## config.mk

```make
export PLATFORM = sky130hd
export DESIGN_NAME = lut_m_ctrl
export DESIGN_NICKNAME = d
export VERILOG_FILES = /design/src/rtl/lut_ctrl_pkg.sv /design/src/rtl/rr_arbiter.sv /design/src/rtl/lut_m_ctrl.sv
export SDC_FILE = /design/constraint.sdc
export NUM_CORES = 1
export LEC_CHECK = 0
export ABC_CLOCK_PERIOD_IN_PS = 4050
export CELL_PAD_IN_SITES_DETAIL_PLACEMENT = 0
export CELL_PAD_IN_SITES_GLOBAL_PLACEMENT = 1
export CORE_MARGIN = 5
export CORE_UTILIZATION = 34
export DETAILED_ROUTE_END_ITERATION = 16
export PLACE_DENSITY = 0.92
export SLEW_MARGIN = 30
export SYNTH_ARGS = -nofsm -noshare
export SYNTH_HDL_FRONTEND = slang
export SYNTH_SLANG_ARGS = --single-unit
```

## constraint.sdc

```tcl
create_clock -name clk -period 4.05 [get_ports clk]
set_clock_uncertainty 0.1 [all_clocks]
set_input_delay 1.215 -clock clk [delete_from_list [all_inputs] [get_ports clk]]
set_output_delay 1.215 -clock clk [all_outputs]
set_load 0.1 [all_outputs]
```

## src/rtl/lut_ctrl_pkg.sv

```systemverilog
// Shared types and sizing helpers for the LUT sequencing controller.
// No timing of its own; consumed at elaboration.
// No flow control; pure declarations.
package lut_ctrl_pkg;

    typedef enum logic [1:0] {
        ST_IDLE   = 2'd0,
        ST_LOAD   = 2'd1,
        ST_COMMIT = 2'd2,
        ST_WRITE  = 2'd3
    } ctrl_state_t;

    // Number of config words needed to fill the LUT shadow register.
    function automatic int calc_nwords(input int mem_size, input int cfg_width);
        return mem_size / cfg_width;
    endfunction

    // Word counter width; must be able to hold NWORDS itself.
    function automatic int calc_cnt_width(input int nwords);
        return (nwords < 1) ? 1 : $clog2(nwords + 1);
    endfunction

endpackage

```

## src/rtl/rr_arbiter.sv

```systemverilog
// Round-robin arbiter: one-hot grant, search starts one past the last winner.
// Grant is combinational from req; pointer moves on the cycle grant_en is high.
// Unrequested slots are skipped; the pointer holds while no grant is taken.
module rr_arbiter #(
    parameter int N = 2
) (
    input  logic         clk,
    input  logic         rst,
    input  logic [N-1:0] req,
    input  logic         grant_en,
    output logic [N-1:0] grant
);

    localparam int IDXW = (N > 1) ? $clog2(N) : 1;

    logic [IDXW-1:0] ptr;
    logic [IDXW-1:0] win_idx;

    // Scan from farthest to nearest so the nearest requester after ptr wins.
    always_comb begin
        grant   = '0;
        win_idx = ptr;
        for (int k = N; k >= 1; k--) begin
            if (req[(int'(ptr) + k) % N]) begin
                grant                         = '0;
                grant[(int'(ptr) + k) % N]    = 1'b1;
                win_idx                       = IDXW'((int'(ptr) + k) % N);
            end
        end
    end

    // Pointer starts at the last slot so requester 0 wins first after reset.
    always_ff @(posedge clk) begin
        if (rst) begin
            ptr <= IDXW'(N - 1);
        end else if (grant_en && (|grant)) begin
            ptr <= win_idx;
        end
    end

endmodule

```

## src/rtl/lut_m_ctrl.sv

```systemverilog
// Sequences block config loads and arbitrated single-bit writes into one LUT.
// Write: accepted cycle N -> lut_write_en cycle N+1; last config word N -> lut_cen N+1.
// cfg_ready/req_ready are combinational; config outranks user writes in IDLE.
module lut_m_ctrl
    import lut_ctrl_pkg::*;
#(
    parameter int INPUTS       = 4,
    parameter int MEM_SIZE     = 2 ** INPUTS,
    parameter int CONFIG_WIDTH = 8,
    parameter int NUM_REQ      = 2
) (
    input  logic                        clk,
    input  logic                        rst,
    input  logic                        cfg_valid,
    input  logic [CONFIG_WIDTH-1:0]     cfg_data,
    output logic                        cfg_ready,
    input  logic [NUM_REQ-1:0]          req_valid,
    input  logic [NUM_REQ*INPUTS-1:0]   req_addr,
    input  logic [NUM_REQ-1:0]          req_data,
    output logic [NUM_REQ-1:0]          req_ready,
    input  logic [INPUTS-1:0]           rd_addr,
    output logic                        rd_stall,
    output logic [INPUTS-1:0]           lut_addr,
    output logic                        lut_data_in,
    output logic                        lut_write_en,
    output logic                        lut_cen,
    output logic [MEM_SIZE-1:0]         lut_config,
    output logic                        busy
);

    localparam int NWORDS = calc_nwords(MEM_SIZE, CONFIG_WIDTH);
    localparam int CNTW   = calc_cnt_width(NWORDS);
    localparam logic [CNTW-1:0] LAST_WORD = CNTW'(NWORDS - 1);

    generate
        if ((MEM_SIZE % CONFIG_WIDTH) != 0 || NUM_REQ < 1) begin : g_param_check
            $error("lut_m_ctrl: MEM_SIZE must be a multiple of CONFIG_WIDTH and NUM_REQ >= 1");
        end
    endgenerate

    ctrl_state_t          state;
    logic [MEM_SIZE-1:0]  shadow;
    logic [CNTW-1:0]      count;
    logic [INPUTS-1:0]    wr_addr;
    logic                 wr_data;

    logic [NUM_REQ-1:0]   arb_grant;
    logic                 grant_en;
    logic [INPUTS-1:0]    sel_addr;
    logic                 sel_data;
    logic                 in_idle;
    logic                 wr_active;

    rr_arbiter #(
        .N (NUM_REQ)
    ) u_arb (
        .clk      (clk),
        .rst      (rst),
        .req      (req_valid),
        .grant_en (grant_en),
        .grant    (arb_grant)
    );

    assign in_idle   = (state == ST_IDLE);
    assign cfg_ready = ~rst & ((state == ST_IDLE) | (state == ST_LOAD));
    // A pending config word blocks every user grant in IDLE.
    assign req_ready = (~rst & in_idle & ~cfg_valid) ? arb_grant : '0;
    assign grant_en  = |req_ready;

    // Write-phase outputs are suppressed in a reset cycle.
    assign wr_active    = ~rst & (state == ST_WRITE);
    assign lut_write_en = wr_active;
    assign rd_stall     = wr_active;
    assign lut_addr     = wr_active ? wr_addr : rd_addr;
    assign lut_data_in  = wr_active & wr_data;
    assign lut_cen      = ~rst & (state == ST_COMMIT);
    assign lut_config   = shadow;
    assign busy         = ~in_idle;

    // Pick out the address/bit of whichever requester holds the grant.
    always_comb begin
        sel_addr = '0;
        sel_data = 1'b0;
        for (int i = 0; i < NUM_REQ; i++) begin
            if (arb_grant[i]) begin
                sel_addr = req_addr[i*INPUTS +: INPUTS];
                sel_data = req_data[i];
            end
        end
    end

    // Controller FSM: config word assembly, commit pulse, and single-bit writes.
    always_ff @(posedge clk) begin
        if (rst) begin
            state   <= ST_IDLE;
            shadow  <= '0;
            count   <= '0;
            wr_addr <= '0;
            wr_data <= 1'b0;
        end else begin
            case (state)
                ST_IDLE: begin
                    if (cfg_valid) begin
                        shadow[0 +: CONFIG_WIDTH] <= cfg_data;
                        count <= CNTW'(1);
                        state <= (NWORDS == 1) ? ST_COMMIT : ST_LOAD;
                    end else if (grant_en) begin
                        wr_addr <= sel_addr;
                        wr_data <= sel_data;
                        state   <= ST_WRITE;
                    end
                end
                ST_LOAD: begin
                    if (cfg_valid) begin
                        for (int k = 0; k < NWORDS; k++) begin
                            if (count == CNTW'(k)) begin
                                shadow[k*CONFIG_WIDTH +: CONFIG_WIDTH] <= cfg_data;
                            end
                        end
                        count <= count + 1'b1;
                        if (count == LAST_WORD) begin
                            state <= ST_COMMIT;
                        end
                    end
                end
                ST_COMMIT: begin
                    count <= '0;
                    state <= ST_IDLE;
                end
                ST_WRITE: begin
                    state <= ST_IDLE;
                end
                default: begin
                    state <= ST_IDLE;
                end
            endcase
        end
    end

endmodule

```

==> flow_summary.json <==
{
  "coreArea_sq_mm": 0.00406,
  "cp_cell_sequence": "clkdlybuf4s50_1, nand2b_1, mux2_2, buf_12",
  "cts_max_level": 1,
  "grt_pass1_wl_mm": 5.28,
  "placed_cells": 249,
  "wirelength_mm": 3.23,
  "min_period_ns": 3.82,
  "root_buffer": "clkbuf_8",
  "relSlewSlack": 0.343,
  "ctsResizeCount": 0,
  "max_slew.worst_pin.slew_ns": 0.982,
  "post_cts_buffers": 0,
  "clkLatencyLatePin_ns": 0.26,
  "die_h_um": 75.0,
  "grt_max_degree": 30,
  "cts_tree": "yes",
  "period_share": 0.943,
  "synth_area_sq_mm": 0.00144,
  "ios": 55,
  "syn-num-nets": 183,
  "ir_drop_v": 0.000483,
  "status": "finished clean",
  "setup_violations": 0,
  "cts_hold_buffers": 0,
  "grt_overflow": 0,
  "dieArea_sq_mm": 0.00562,
  "hp-class": "reg2reg",
  "drt_pass1_iterations": 4,
  "powerDensity_mw_per_mm2": 569,
  "final_common_cell": "clkdlybuf4s50_1",
  "cp-end-kind": "primary output",
  "area.growth.synth_to_final_pct": 52.2,
  "crit_fanout": 5,
  "fin_setup_tns_ns": 0,
  "arrival_ns": 2.51,
  "path_class": "in2out",
  "num_vias": 1206,
  "synth_area_per_cell_sq_um": 9.64,
  "wl_per_cell_um": 12.8,
  "worst_path_largest_cell_delay_ns": 0.49,
  "n_antenna_cell": 0,
  "rsz0062_at_grt": "no",
  "power_w": 0.00124,
  "numCtsBuffers": 3,
  "die_w_um": 75.0,
  "drt-initial-drc-count": 59,
  "final_util": 0.539,
  "cts_sinks": 26,
  "post-route-drc-count": 0,
  "layout_common_cells": "clkdlybuf4s50_1 (40), dfxtp_1 (26), nand2b_1 (21)",
  "syn_inst": 149,
  "synth.yosys.warnings": 0,
  "path_clk_slew_ns": 0.08,
  "drive_gt1_frac": 0.207,
  "cp.required_ns": 2.73,
  "grt_usage": 0.117,
  "rows": 23,
  "ys_types": 34,
  "io_buffer_count": 54,
  "place.gp.congestion": 0.736,
  "post_drt_via_cell_ratio": 4.77,
  "drv_slew": 0,
  "p_leak_nw": 0.906,
  "max_freq_mhz": 262,
  "finalHoldViolations": 0,
  "stdcell_count": 253,
  "start_util": 0.354,
  "antenna_found_initial": 0,
  "start_kind": "input pin",
  "hpwl_mm": 2.60,
  "ys_seq_elements": 26,
  "ys_seq_area_frac": 0.362,
  "critPathSlowestCell": "clkdlybuf4s50_1",
  "grt_pass1_vias": 1233,
  "nNetsFinal": 238,
  "ant_nets": 0,
  "ctsLongestPathBuffers": 2,
  "maxCapViolCount": 0
}
-- registers in the layout, indices dropped and copies added (netlist names) --
name,count
lut_config,16
wr_addr,4
count,2
state,2
u_arb.ptr,1
wr_data,1
-- synth_stat cells, drive strengths merged --
cell | instances | area, sq um
inv | 7 | 26.3
a21oi | 7 | 35.0
clkbuf | 3 | 11.3
and2b | 1 | 8.76
nor3b | 1 | 7.51
and2 | 1 | 6.26
o2111ai | 1 | 8.76
nand2b | 21 | 131
a32oi | 5 | 43.8
ha | 7 | 87.6
buf | 6 | 53.8
a211oi | 6 | 45.0
or2 | 1 | 6.26
o22ai | 1 | 6.26
mux2 | 4 | 45.0
nand2 | 3 | 11.3
a22oi | 1 | 21.3
a21boi | 1 | 18.8
nor3 | 1 | 5.00
a211o | 2 | 18.8
or2b | 3 | 27.5
o21ai | 1 | 5.00
dfxtp | 26 | 521
nor2 | 15 | 61.3
nor2b | 3 | 18.8
nand3 | 2 | 15.0
mux2i | 19 | 190
-- worst max-delay path, delay by kind of cell --
kind	cells	cell delay, ns
buffers and inverters	2	0.66
muxes	1	0.39
and+or+nand+nor	1	0.23
-- through the flow --
step	hold WS, ns	worst slack [ns]	area (sq um)
2_1_floorplan	0.344	-0.0271	1450
3_3_place_gp	0.358	0.249	2130
3_5_place_dp	0.366	0.226	2130
4_1_cts	0.378	0.207	2190
5_1_grt	0.398	0.109	2190
6_report	0.371	0.229	2190
-- where the power goes --
part           total, W  switching (W)  internal (W)
registers      0.000346      0.0000380      0.000308
logic          0.000733       0.000491      0.000243
clock network  0.000165      0.0000783     0.0000868
total           0.00124       0.000607      0.000637
-- area by class of cell --
class,instances,area (sq um)
Clock buffer,4,55.1
Timing Repair Buffer,59,681
Sequential cell,26,520
Inverter,7,26.3
Fill cell,359,1870
Tap cell,50,62.6
Multi-Input combinational cell,107,841
-- layer usage --
layer / global-route usage / wire [um]
met1: 0.139 / 1340
met2: 0.220 / 1650
met3: 0.0214 / 205
met4: 0.0178 / 26
met5: 0 / 0
-- kinds of logic (layout without fill, tap and decap cells) --
group | count (synthesis) | after routing | share of synthesized area
AO/OA/AOI/OAI | 25 | 25 | 0.141
adder cells (fa/ha/maj) | 7 | 7 | 0.0610
buffers and inverters | 16 | 70 | 0.0636
flip-flops | 26 | 26 | 0.362
multiplexers | 23 | 23 | 0.164
AND/OR/NAND/NOR | 52 | 52 | 0.208
-- worst paths after layout --
check,end,slack (ns),cells after the start,startpoint
hold reg to reg,lut_config[7],0.37,2,lut_config[7]
hold / removal,lut_config[7],0.37,2,lut_config[7]
setup / recovery,lut_addr[0],0.23,4,rst
setup reg to reg,u_arb.ptr,2.12,5,state[1]
Power figures use the tool's default switching activity.
